### src/rtl/regfile_mp_if.sv
`default_nettype none
// +----------------------------------------------------------------------+
// | Module   : regfile_mp_if                                             |
// | Brief    : Bus bundle for the multi-port register file: write,       |
// |            reserve and read-select requests, read data, busy        |
// |            scoreboard and NZP condition codes.                      |
// | Revision : 1.0 - initial release                                    |
// +----------------------------------------------------------------------+
interface regfile_mp_if #(
  parameter int WIDTH = 16,
  parameter int DEPTH = 8,
  parameter int NRD   = 2,
  parameter int AW    = $clog2(DEPTH)
);
  logic                           wr_en;
  logic [AW-1:0]                  wr_sel;
  logic [WIDTH-1:0]               wr_data;
  logic                           wr_cc;
  logic                           rsv_en;
  logic [AW-1:0]                  rsv_sel;
  logic [NRD-1:0][AW-1:0]         rd_sel;
  logic [NRD-1:0][WIDTH-1:0]      rd_data;
  logic [NRD-1:0]                 rd_busy;
  logic [DEPTH-1:0]               busy_vec;
  logic [2:0]                     cc_nzp;

  // Decode/writeback side: issues requests, consumes read results
  modport master (
    output wr_en, wr_sel, wr_data, wr_cc, rsv_en, rsv_sel, rd_sel,
    input  rd_data, rd_busy, busy_vec, cc_nzp
  );

  // Register file side
  modport slave (
    input  wr_en, wr_sel, wr_data, wr_cc, rsv_en, rsv_sel, rd_sel,
    output rd_data, rd_busy, busy_vec, cc_nzp
  );
endinterface
`default_nettype wire

### src/rtl/regfile_mp.sv
`default_nettype none
// +----------------------------------------------------------------------+
// | Module   : regfile_mp                                                |
// | Brief    : Parametrised register file, NRD combinational read ports, |
// |            one write port, optional write-to-read bypass, per-      |
// |            register busy scoreboard and NZP condition codes.        |
// | Revision : 1.0 - initial release                                    |
// +----------------------------------------------------------------------+
module regfile_mp #(
  parameter  int WIDTH  = 16,
  parameter  int DEPTH  = 8,
  parameter  int NRD    = 2,
  parameter  int BYPASS = 1,
  localparam int AW     = $clog2(DEPTH)
) (
  input  logic           clk,
  input  logic           rst,
  regfile_mp_if.slave    bus
);

  localparam logic [2:0] c_CC_N = 3'b100;
  localparam logic [2:0] c_CC_Z = 3'b010;
  localparam logic [2:0] c_CC_P = 3'b001;

  logic [WIDTH-1:0]          r_regs [DEPTH];
  logic [DEPTH-1:0]          r_busy;
  logic [2:0]                r_cc;

  logic                      w_wr_ok;
  logic                      w_rsv_ok;
  logic                      w_rsv_on_wr;
  logic [NRD-1:0][WIDTH-1:0] w_rd_data;
  logic [NRD-1:0]            w_rd_busy;

  // Indices at or above DEPTH only exist when DEPTH is not a power of two;
  // requests to them must leave all state untouched.
  function automatic logic in_rng(input logic [AW-1:0] idx);
    in_rng = (32'(idx) < 32'(DEPTH));
  endfunction

  // Z has priority because a zero value has a clear sign bit anyway
  function automatic logic [2:0] cc_of(input logic [WIDTH-1:0] d);
    if (d == '0)             cc_of = c_CC_Z;
    else if (d[WIDTH-1])     cc_of = c_CC_N;
    else                     cc_of = c_CC_P;
  endfunction

  assign w_wr_ok     = bus.wr_en  && in_rng(bus.wr_sel);
  assign w_rsv_ok    = bus.rsv_en && in_rng(bus.rsv_sel);
  assign w_rsv_on_wr = w_rsv_ok && (bus.rsv_sel == bus.wr_sel);

  // Register storage: single write port
  always_ff @(posedge clk or posedge rst) begin
    if (rst) begin
      for (int k = 0; k < DEPTH; k++) r_regs[k] <= '0;
    end else if (w_wr_ok) begin
      for (int k = 0; k < DEPTH; k++)
        if (bus.wr_sel == AW'(k)) r_regs[k] <= bus.wr_data;
    end
  end

  // Busy scoreboard: reserve sets, write clears, reserve wins on a tie
  always_ff @(posedge clk or posedge rst) begin
    if (rst) begin
      r_busy <= '0;
    end else begin
      for (int k = 0; k < DEPTH; k++) begin
        if (w_rsv_ok && bus.rsv_sel == AW'(k))     r_busy[k] <= 1'b1;
        else if (w_wr_ok && bus.wr_sel == AW'(k))  r_busy[k] <= 1'b0;
      end
    end
  end

  // Condition codes follow qualified writes only
  always_ff @(posedge clk or posedge rst) begin
    if (rst)                       r_cc <= c_CC_Z;
    else if (w_wr_ok && bus.wr_cc) r_cc <= cc_of(bus.wr_data);
  end

  // Read ports: registered value, overridden by same-cycle write when bypassing
  always_comb begin
    w_rd_data = '0;
    w_rd_busy = '0;
    for (int i = 0; i < NRD; i++) begin
      for (int k = 0; k < DEPTH; k++) begin
        if (bus.rd_sel[i] == AW'(k)) begin
          w_rd_data[i] = r_regs[k];
          w_rd_busy[i] = r_busy[k];
        end
      end
      if (BYPASS != 0 && !rst && w_wr_ok && bus.wr_sel == bus.rd_sel[i]) begin
        w_rd_data[i] = bus.wr_data;
        w_rd_busy[i] = w_rsv_on_wr;
      end
    end
  end

  assign bus.rd_data  = w_rd_data;
  assign bus.rd_busy  = w_rd_busy;
  assign bus.busy_vec = r_busy;
  assign bus.cc_nzp   = r_cc;

endmodule
`default_nettype wire
### src/flat_wrapper.sv
// flat-port wrapper written by rule: the top's interface ports become plain ports
module regfile_mp_flat 
#(
  parameter  int WIDTH  = 16,
  parameter  int DEPTH  = 8,
  parameter  int NRD    = 2,
  parameter  int BYPASS = 1,
  localparam int AW     = $clog2(DEPTH)
)
  (clk, rst, bus_wr_en, bus_wr_sel, bus_wr_data, bus_wr_cc, bus_rsv_en, bus_rsv_sel, bus_rd_sel, bus_rd_data, bus_rd_busy, bus_busy_vec, bus_cc_nzp);
  regfile_mp_if #(.WIDTH(WIDTH), .DEPTH(DEPTH), .NRD(NRD)) bus_i ();
  input  logic clk;
  input  logic rst;
  input wire logic [$bits(bus_i.wr_en)-1:0] bus_wr_en;
  input wire logic [$bits(bus_i.wr_sel)-1:0] bus_wr_sel;
  input wire logic [$bits(bus_i.wr_data)-1:0] bus_wr_data;
  input wire logic [$bits(bus_i.wr_cc)-1:0] bus_wr_cc;
  input wire logic [$bits(bus_i.rsv_en)-1:0] bus_rsv_en;
  input wire logic [$bits(bus_i.rsv_sel)-1:0] bus_rsv_sel;
  input wire logic [$bits(bus_i.rd_sel)-1:0] bus_rd_sel;
  output wire logic [$bits(bus_i.rd_data)-1:0] bus_rd_data;
  output wire logic [$bits(bus_i.rd_busy)-1:0] bus_rd_busy;
  output wire logic [$bits(bus_i.busy_vec)-1:0] bus_busy_vec;
  output wire logic [$bits(bus_i.cc_nzp)-1:0] bus_cc_nzp;
  assign bus_i.wr_en = bus_wr_en;
  assign bus_i.wr_sel = bus_wr_sel;
  assign bus_i.wr_data = bus_wr_data;
  assign bus_i.wr_cc = bus_wr_cc;
  assign bus_i.rsv_en = bus_rsv_en;
  assign bus_i.rsv_sel = bus_rsv_sel;
  assign bus_i.rd_sel = bus_rd_sel;
  assign bus_rd_data = bus_i.rd_data;
  assign bus_rd_busy = bus_i.rd_busy;
  assign bus_busy_vec = bus_i.busy_vec;
  assign bus_cc_nzp = bus_i.cc_nzp;
  regfile_mp #(.WIDTH(WIDTH), .DEPTH(DEPTH), .NRD(NRD), .BYPASS(BYPASS)) u_core (.clk(clk), .rst(rst), .bus(bus_i));
endmodule
### config.mk
export PLATFORM = sky130hd
export DESIGN_NAME = regfile_mp_flat
export DESIGN_NICKNAME = d
export VERILOG_FILES = /design/src/rtl/regfile_mp_if.sv /design/src/rtl/regfile_mp.sv /design/src/flat_wrapper.sv
export SDC_FILE = /design/constraint.sdc
export NUM_CORES = 1
export LEC_CHECK = 0
export BUFFER_PORTS_ARGS = -buffer_cell sky130_fd_sc_hd__buf_2
export CAP_MARGIN = 40
export CELL_PAD_IN_SITES_DETAIL_PLACEMENT = 0
export CELL_PAD_IN_SITES_GLOBAL_PLACEMENT = 1
export CORE_MARGIN = 5
export CORE_UTILIZATION = 35
export CTS_CLUSTER_DIAMETER = 60
export CTS_CLUSTER_SIZE = 25
export DETAILED_ROUTE_END_ITERATION = 10
export PLACE_DENSITY_LB_ADDON = 0.2
export SLEW_MARGIN = 20
export SYNTH_ARGS = -nofsm -noshare
export SYNTH_HDL_FRONTEND = slang
export SYNTH_SLANG_ARGS = --single-unit
export TNS_END_PERCENT = 100
### constraint.sdc
create_clock -name clk -period 4.6 [get_ports clk]
set_input_delay 0.23 -clock clk [delete_from_list [all_inputs] [get_ports clk]]
set_output_delay 0.23 -clock clk [all_outputs]
set_load 0.05 [all_outputs]
### Word level (Yosys, flattened, before mapping)

Cells that the tools add are included.

| word-level totals | value |
|---|---|
| input port bits | 33 |
| output and inout bits | 45 |
| word-level logic and storage cells | 145 |
| register bits | 139 |

| cells by class | value |
|---|---|
| multiplexer cells | 54 |
| reduce and logical (&&, ||, !) cells | 43 |
| equal/unequal tests | 31 |

Operators with widths:

| kind | number |
|---|---|
| two-way mux 16 bit | 18 |
| equality test 3 bit, second input constant | 16 |
| two-way mux 1 bit | 34 |
| equality test 3 x 2 -> 1 bit, second input constant | 8 |
| logical AND 1 bit | 21 |
| zero test 16 bit | 1 |
| AND reduction 2 bit | 8 |
| nonzero test 2 bit | 8 |
| equality test 3 x 1 -> 1 bit, second input constant | 4 |
| zero test 3 bit | 4 |
| equality test 3 bit | 3 |
| two-way mux 3 bit | 2 |
| zero test 1 bit | 1 |

### Longest topological paths before layout

| logic depth | value |
|---|---|
| word-level depth | 10 |
| mapped depth | 7 |
| mapped depth without buffers | 4 |

### Least setup slack after synthesis

No wires, ideal clock.

| path | value |
|---|---|
| path type | input to output |
| start | input bus_rd_sel[1] |
| end | output bus_rd_data[0] |
| arrival | 2.239 ns |
| setup slack | 2.131 ns |
| data required time | 4.370 ns |
| path buffers | 3 |
| cell stages on the path | 6 |
| cells stage by stage | buf_2 buf_2 nand3_1 clkbuf_1 nor2_1 a221oi_1 |

| on the way | value |
|---|---|
| word-level cells in the longest chain between the ends | 10 |
| elaborated cells between the ends (all ways) | 19 |
| those cells by class | eq/ne (8); mux (9); reduce/logical (2) |

Ends and longest elaborated chain:

| element | line | text |
|---|---|---|
| start: declaration | flat_wrapper.sv:20 | `input wire logic [$bits(bus_i.rd_sel)-1:0] bus_rd_sel;` |
| zero test 3 bit | regfile_mp.sv:86 | `if (bus.rd_sel[i] == AW'(k)) begin` |
| two-way mux 16 bit (8 in a row) | regfile_mp.sv:86 |  |
| two-way mux 16 bit (*) | regfile_mp.sv:91 | `if (BYPASS != 0 && !rst && w_wr_ok && bus.wr_sel == bus.rd_sel[i]) begin` |
| end: declaration | flat_wrapper.sv:21 | `output wire logic [$bits(bus_i.rd_data)-1:0] bus_rd_data;` |

Every way passes the cells marked *; elsewhere a longest branch is shown, timed or not.

### Final worst setup path

| path | value |
|---|---|
| start | input rst |
| end | output bus_rd_data[19] |

| on the way | value |
|---|---|
| word-level cells in the longest chain between the ends | 4 |

Ends and longest elaborated chain:

| element | line | text |
|---|---|---|
| start: declaration | flat_wrapper.sv:13 | `input logic rst;` |
| zero test 1 bit (no line) | -- |  |
| logical AND 1 bit (2 in a row) | regfile_mp.sv:91 |  |
| two-way mux 16 bit | regfile_mp.sv:91 |  |

Every way passes these cells.

==> flow_summary.yaml <==
clocking:
  cts_inserted_buffers: 17
  post_cts_resize_count: 0
  cts.reportedPaths.clkPinSlew_ns: 0.06
  root_buffer: "sky130_fd_sc_hd__clkbuf_16"
  clockBufferDepth: 2
  cts_tree: "built"
  cts_num_sinks: 139
  clock_insertion_delay_worst_skew_ns: 0.42
  cts_max_level: 4
timing:
  final_period_minus_worst_setup_slack_ns: 3.22
  final_min_period_over_clock_period_pct: 69.9
  clock-skew-final_ns: 0
  timing_worst_slew_pin_value_ns: 0.872
  maxSlewViolCount: 0
  timing.hold.ws_ns: 0.0923
  final-hold-violation-count: 0
  fmax_ghz: 0.311
  fin_setup_tns_ns: 0
  final-setup-viol-count: 0
  rsz0062_at_grt: "no"
  maxSlewHeadroom_pct: 41.3
routing:
  met1_length_um: 12500
  per_cell_routed_wire_length_um: 23.8
  postRouteWirelength_um: 27500
  wl_met2_um: 13500
  drtPass1Iterations: 5
  dr.max_layer_used: "met4"
  final_antenna_net_count: 0
  route.detailed.vias_per_inst: 5.65
  initialDrtViolationCount: 451
  drc: 0
  num_vias: 6545
  dr_wl_met3_um: 1130
power:
  leakage_nw: 4.09
  vdd.ir_drop.worst_uv: 253
  power.net_switching_mw: 1.53
  cellInternalPower_mw: 2.77
  seq_power_share_pct: 39.8
  switching_share_pct: 35.5
  power.combinational.fraction_pct: 28.7
  cellPowerDensity_nw_per_um2: 445
  power_frac_clock_pct: 31.5
yosys:
  ys_dominant_reg_cell: "sky130_fd_sc_hd__dfrtp_1"
  postSynthCellCount: 778
  syn-mean-instance-area_um2: 10.9
  synth_seq_area_share_pct: 40.9
  async_flop_share_pct: 100
  syn-cell-area_um2: 8510
  synth_fp_nets: 811
  synth-edff-count: 0
  synth-seq-cells: 139
  yosysWarnings: 0
  synthDistinctLibCells: 52
hold_path:
  hold_class: "primary input to flip-flop"
  timing.hold.worst.start: "bus_wr_cc"
global_route:
  first_pass_grt_wire_length_um: 43100
  grt_pass1_vias: 6838
  largest_net_degree_at_the_start_of_global_routing: 69
  gr_ovfl_total: 0
  gr-usage-all-layers_pct: 20.0
  number_of_antenna_violations_at_the_first_check_in_global_routing: 0
finish:
  antenna_cells_inserted: 0
  final_cell_count_no_fill: 1159
  areaGrowthSynthToFinish_pct: 13.6
  post_route_cells_drive_above_1_share_pct: 35.9
  nets: 855
critical_path:
  required_ns: 4.37
  r2r_start: "u_core.r_regs[81]$_DFFE_PP0P_"
  worst_ep_arrival_time_ns: 2.99
  kind_of_critical_path: "primary input to output port"
  launching_instance_or_port_of_the_critical_path: "rst"
  critical_path.endpoint_type: "output port"
  cp-start-kind: "primary input"
  worstPathMaxFanout: 22
place:
  gp_routability_congestion: 0.835
  io_buffer_count: 77
  hpwl_um: 18100
  dpl.cell_count: 1124
run:
  maxCapViolations: 0
floorplan:
  rows: 57
  chipWidth_um: 166
  start_util_pct: 35.3
  die_height_um: 166
  die-area_um2: 27500
  core-area_um2: 24100
  pin_count: 78
outcome:
  status: "complete, no violations"
[path summary, 6_finish.rpt]
kind / slack (ns) / endpoint / cells after the start
max: 1.38 / bus_rd_data[19] / 8
min: 0.09 / u_core.bus.cc_nzp[1]$_DFFE_PP1P_ / 3
max reg2reg: 3.79 / u_core.r_regs[81]$_DFFE_PP0P_ / 1
min reg2reg: 0.50 / u_core.bus.cc_nzp[0]$_DFFE_PP0P_ / 2
max in group asynchronous: 2.99 / u_core.r_regs[19]$_DFFE_PP0P_ / 5
min in group asynchronous: 0.34 / u_core.r_regs[76]$_DFFE_PP0P_ / 3
[metal layers]
metal / vias up / global-route usage (%)
met3: 27 / 3.69
met4: 0 / 4.30
met2: 189 / 33.8
met5: - / 0
met1: 3407 / 27.1
li1: 2922 / -
[cell families (layout without fill, tap and decap cells)]
kind of cell | Yosys count | after routing | synth area share [%]
simple gates | 194 | 194 | 11.9
mux | 191 | 191 | 27.8
compound gates | 157 | 157 | 12.7
flops | 139 | 139 | 40.9
buf+inv | 88 | 145 | 5.74
xor+xnor | 9 | 9 | 0.927
[critical path: stages]
cell,delay (ns)
sky130_fd_sc_hd__dlygate4sd3_1,0.53
sky130_fd_sc_hd__buf_2,0.15
sky130_fd_sc_hd__and2b_1,0.23
sky130_fd_sc_hd__nand4_2,0.53
sky130_fd_sc_hd__buf_4,0.46
sky130_fd_sc_hd__and2_1,0.18
sky130_fd_sc_hd__a221oi_2,0.32
sky130_fd_sc_hd__buf_2,0.33
[state kept, by name, summed over array words and instances (netlist names)]
register,cells
u_core.r_regs,128
u_core.bus.busy_vec,8
u_core.bus.cc_nzp,3
[layout make-up]
cell class | count | area [um2]
fill | 2417 | 14400
multi-input combinational | 551 | 4540
sequential | 139 | 3480
timing repair buffer | 103 | 616
clock buffer | 18 | 439
tap | 324 | 405
clock inverter | 14 | 139
inverter | 10 | 42.5
[power groups by stage]
stage | combinational (mW) | clock [mW] | sequential, mW
2_1_floorplan | 0.929 | 0 | 1.71
4_1_cts | 1.24 | 1.38 | 1.70
3_3_place_gp | 1.22 | 0 | 1.71
6_report | 1.23 | 1.36 | 1.71
3_5_place_dp | 1.24 | 0 | 1.72
5_1_grt | 1.33 | 1.43 | 1.74
[repair_timing]
action,CTS,global route
hold endpoints to repair,27,0
setup buffers,0,0
hold buffers,1,0
[layout by cell type (no fill, tap or decap), types with 6 or more instances in the layout]
| cell | synthesis | layout |
|---|---|---|
| sky130_fd_sc_hd__clkbuf_16 | 0 | 17 |
| sky130_fd_sc_hd__buf_4 | 17 | 23 |
| sky130_fd_sc_hd__buf_2 | 23 | 77 |
| sky130_fd_sc_hd__a21oi_1 | 10 | 10 |
| sky130_fd_sc_hd__mux2_4 | 18 | 18 |
| sky130_fd_sc_hd__a221oi_2 | 18 | 18 |
| sky130_fd_sc_hd__mux4_2 | 19 | 19 |
| sky130_fd_sc_hd__o2bb2ai_1 | 8 | 8 |
| sky130_fd_sc_hd__and2_1 | 15 | 15 |
| sky130_fd_sc_hd__dfrtp_1 | 138 | 138 |
| sky130_fd_sc_hd__xnor2_1 | 9 | 9 |
| sky130_fd_sc_hd__o21ai_0 | 75 | 75 |
| sky130_fd_sc_hd__mux2_2 | 102 | 102 |
| sky130_fd_sc_hd__nand2_1 | 29 | 29 |
| sky130_fd_sc_hd__nor2b_1 | 9 | 9 |
| sky130_fd_sc_hd__clkinv_4 | 0 | 6 |
| sky130_fd_sc_hd__a31oi_1 | 8 | 8 |
| sky130_fd_sc_hd__nor3b_1 | 20 | 20 |
| sky130_fd_sc_hd__mux2i_1 | 52 | 52 |
| sky130_fd_sc_hd__nor2_1 | 87 | 87 |
| sky130_fd_sc_hd__o22ai_1 | 24 | 24 |
| sky130_fd_sc_hd__nand2b_1 | 7 | 7 |
| sky130_fd_sc_hd__inv_1 | 10 | 9 |
[per-stage QoR]
step	instance area (um2)	setup slack [ns]	total power, mW	util, %
after global routing	9660	1.24	4.50	40.1
after CTS	9630	1.37	4.33	40.0
after detailed placement	9040	1.66	2.96	37.5
after floorplan	8510	0.647	2.64	-
final	9660	1.38	4.30	40.1
after global placement	9020	1.68	2.93	37.4
[synthesized netlist by cell type, types with 2 or more instances]
master | n | share of area, %
sky130_fd_sc_hd__buf_6 | 5 | 0.66
sky130_fd_sc_hd__o21ai_0 | 75 | 4.4
sky130_fd_sc_hd__nor2_1 | 87 | 3.8
sky130_fd_sc_hd__and2_1 | 15 | 1.1
sky130_fd_sc_hd__o32ai_1 | 2 | 0.21
sky130_fd_sc_hd__o21ai_1 | 3 | 0.18
sky130_fd_sc_hd__a221oi_2 | 18 | 3.2
sky130_fd_sc_hd__o22ai_1 | 24 | 1.8
sky130_fd_sc_hd__nand2b_1 | 7 | 0.51
sky130_fd_sc_hd__a31oi_1 | 8 | 0.59
sky130_fd_sc_hd__mux4_2 | 19 | 5.0
sky130_fd_sc_hd__nand3_1 | 2 | 0.12
sky130_fd_sc_hd__nor4_1 | 4 | 0.29
sky130_fd_sc_hd__buf_4 | 17 | 1.5
sky130_fd_sc_hd__nor2b_1 | 9 | 0.66
sky130_fd_sc_hd__mux2_2 | 102 | 14
sky130_fd_sc_hd__or2_0 | 2 | 0.15
sky130_fd_sc_hd__inv_1 | 10 | 0.44
sky130_fd_sc_hd__nand2_1 | 29 | 1.3
sky130_fd_sc_hd__dfrtp_1 | 138 | 41
sky130_fd_sc_hd__nand4_1 | 3 | 0.22
sky130_fd_sc_hd__xnor2_1 | 9 | 0.93
sky130_fd_sc_hd__buf_1 | 3 | 0.13
sky130_fd_sc_hd__nor3b_4 | 2 | 0.44
sky130_fd_sc_hd__nand4b_1 | 3 | 0.31
sky130_fd_sc_hd__a21oi_1 | 10 | 0.59
sky130_fd_sc_hd__nor3b_1 | 20 | 1.8
sky130_fd_sc_hd__clkbuf_1 | 27 | 1.2
sky130_fd_sc_hd__mux2_4 | 18 | 3.2
sky130_fd_sc_hd__nor3_4 | 2 | 0.38
sky130_fd_sc_hd__and2_0 | 2 | 0.15
sky130_fd_sc_hd__a221oi_1 | 3 | 0.31
sky130_fd_sc_hd__mux2i_1 | 52 | 6.1
sky130_fd_sc_hd__buf_2 | 23 | 1.4
sky130_fd_sc_hd__o2bb2ai_1 | 8 | 0.82
No activity file was read; power rests on OpenSTA's default activity.
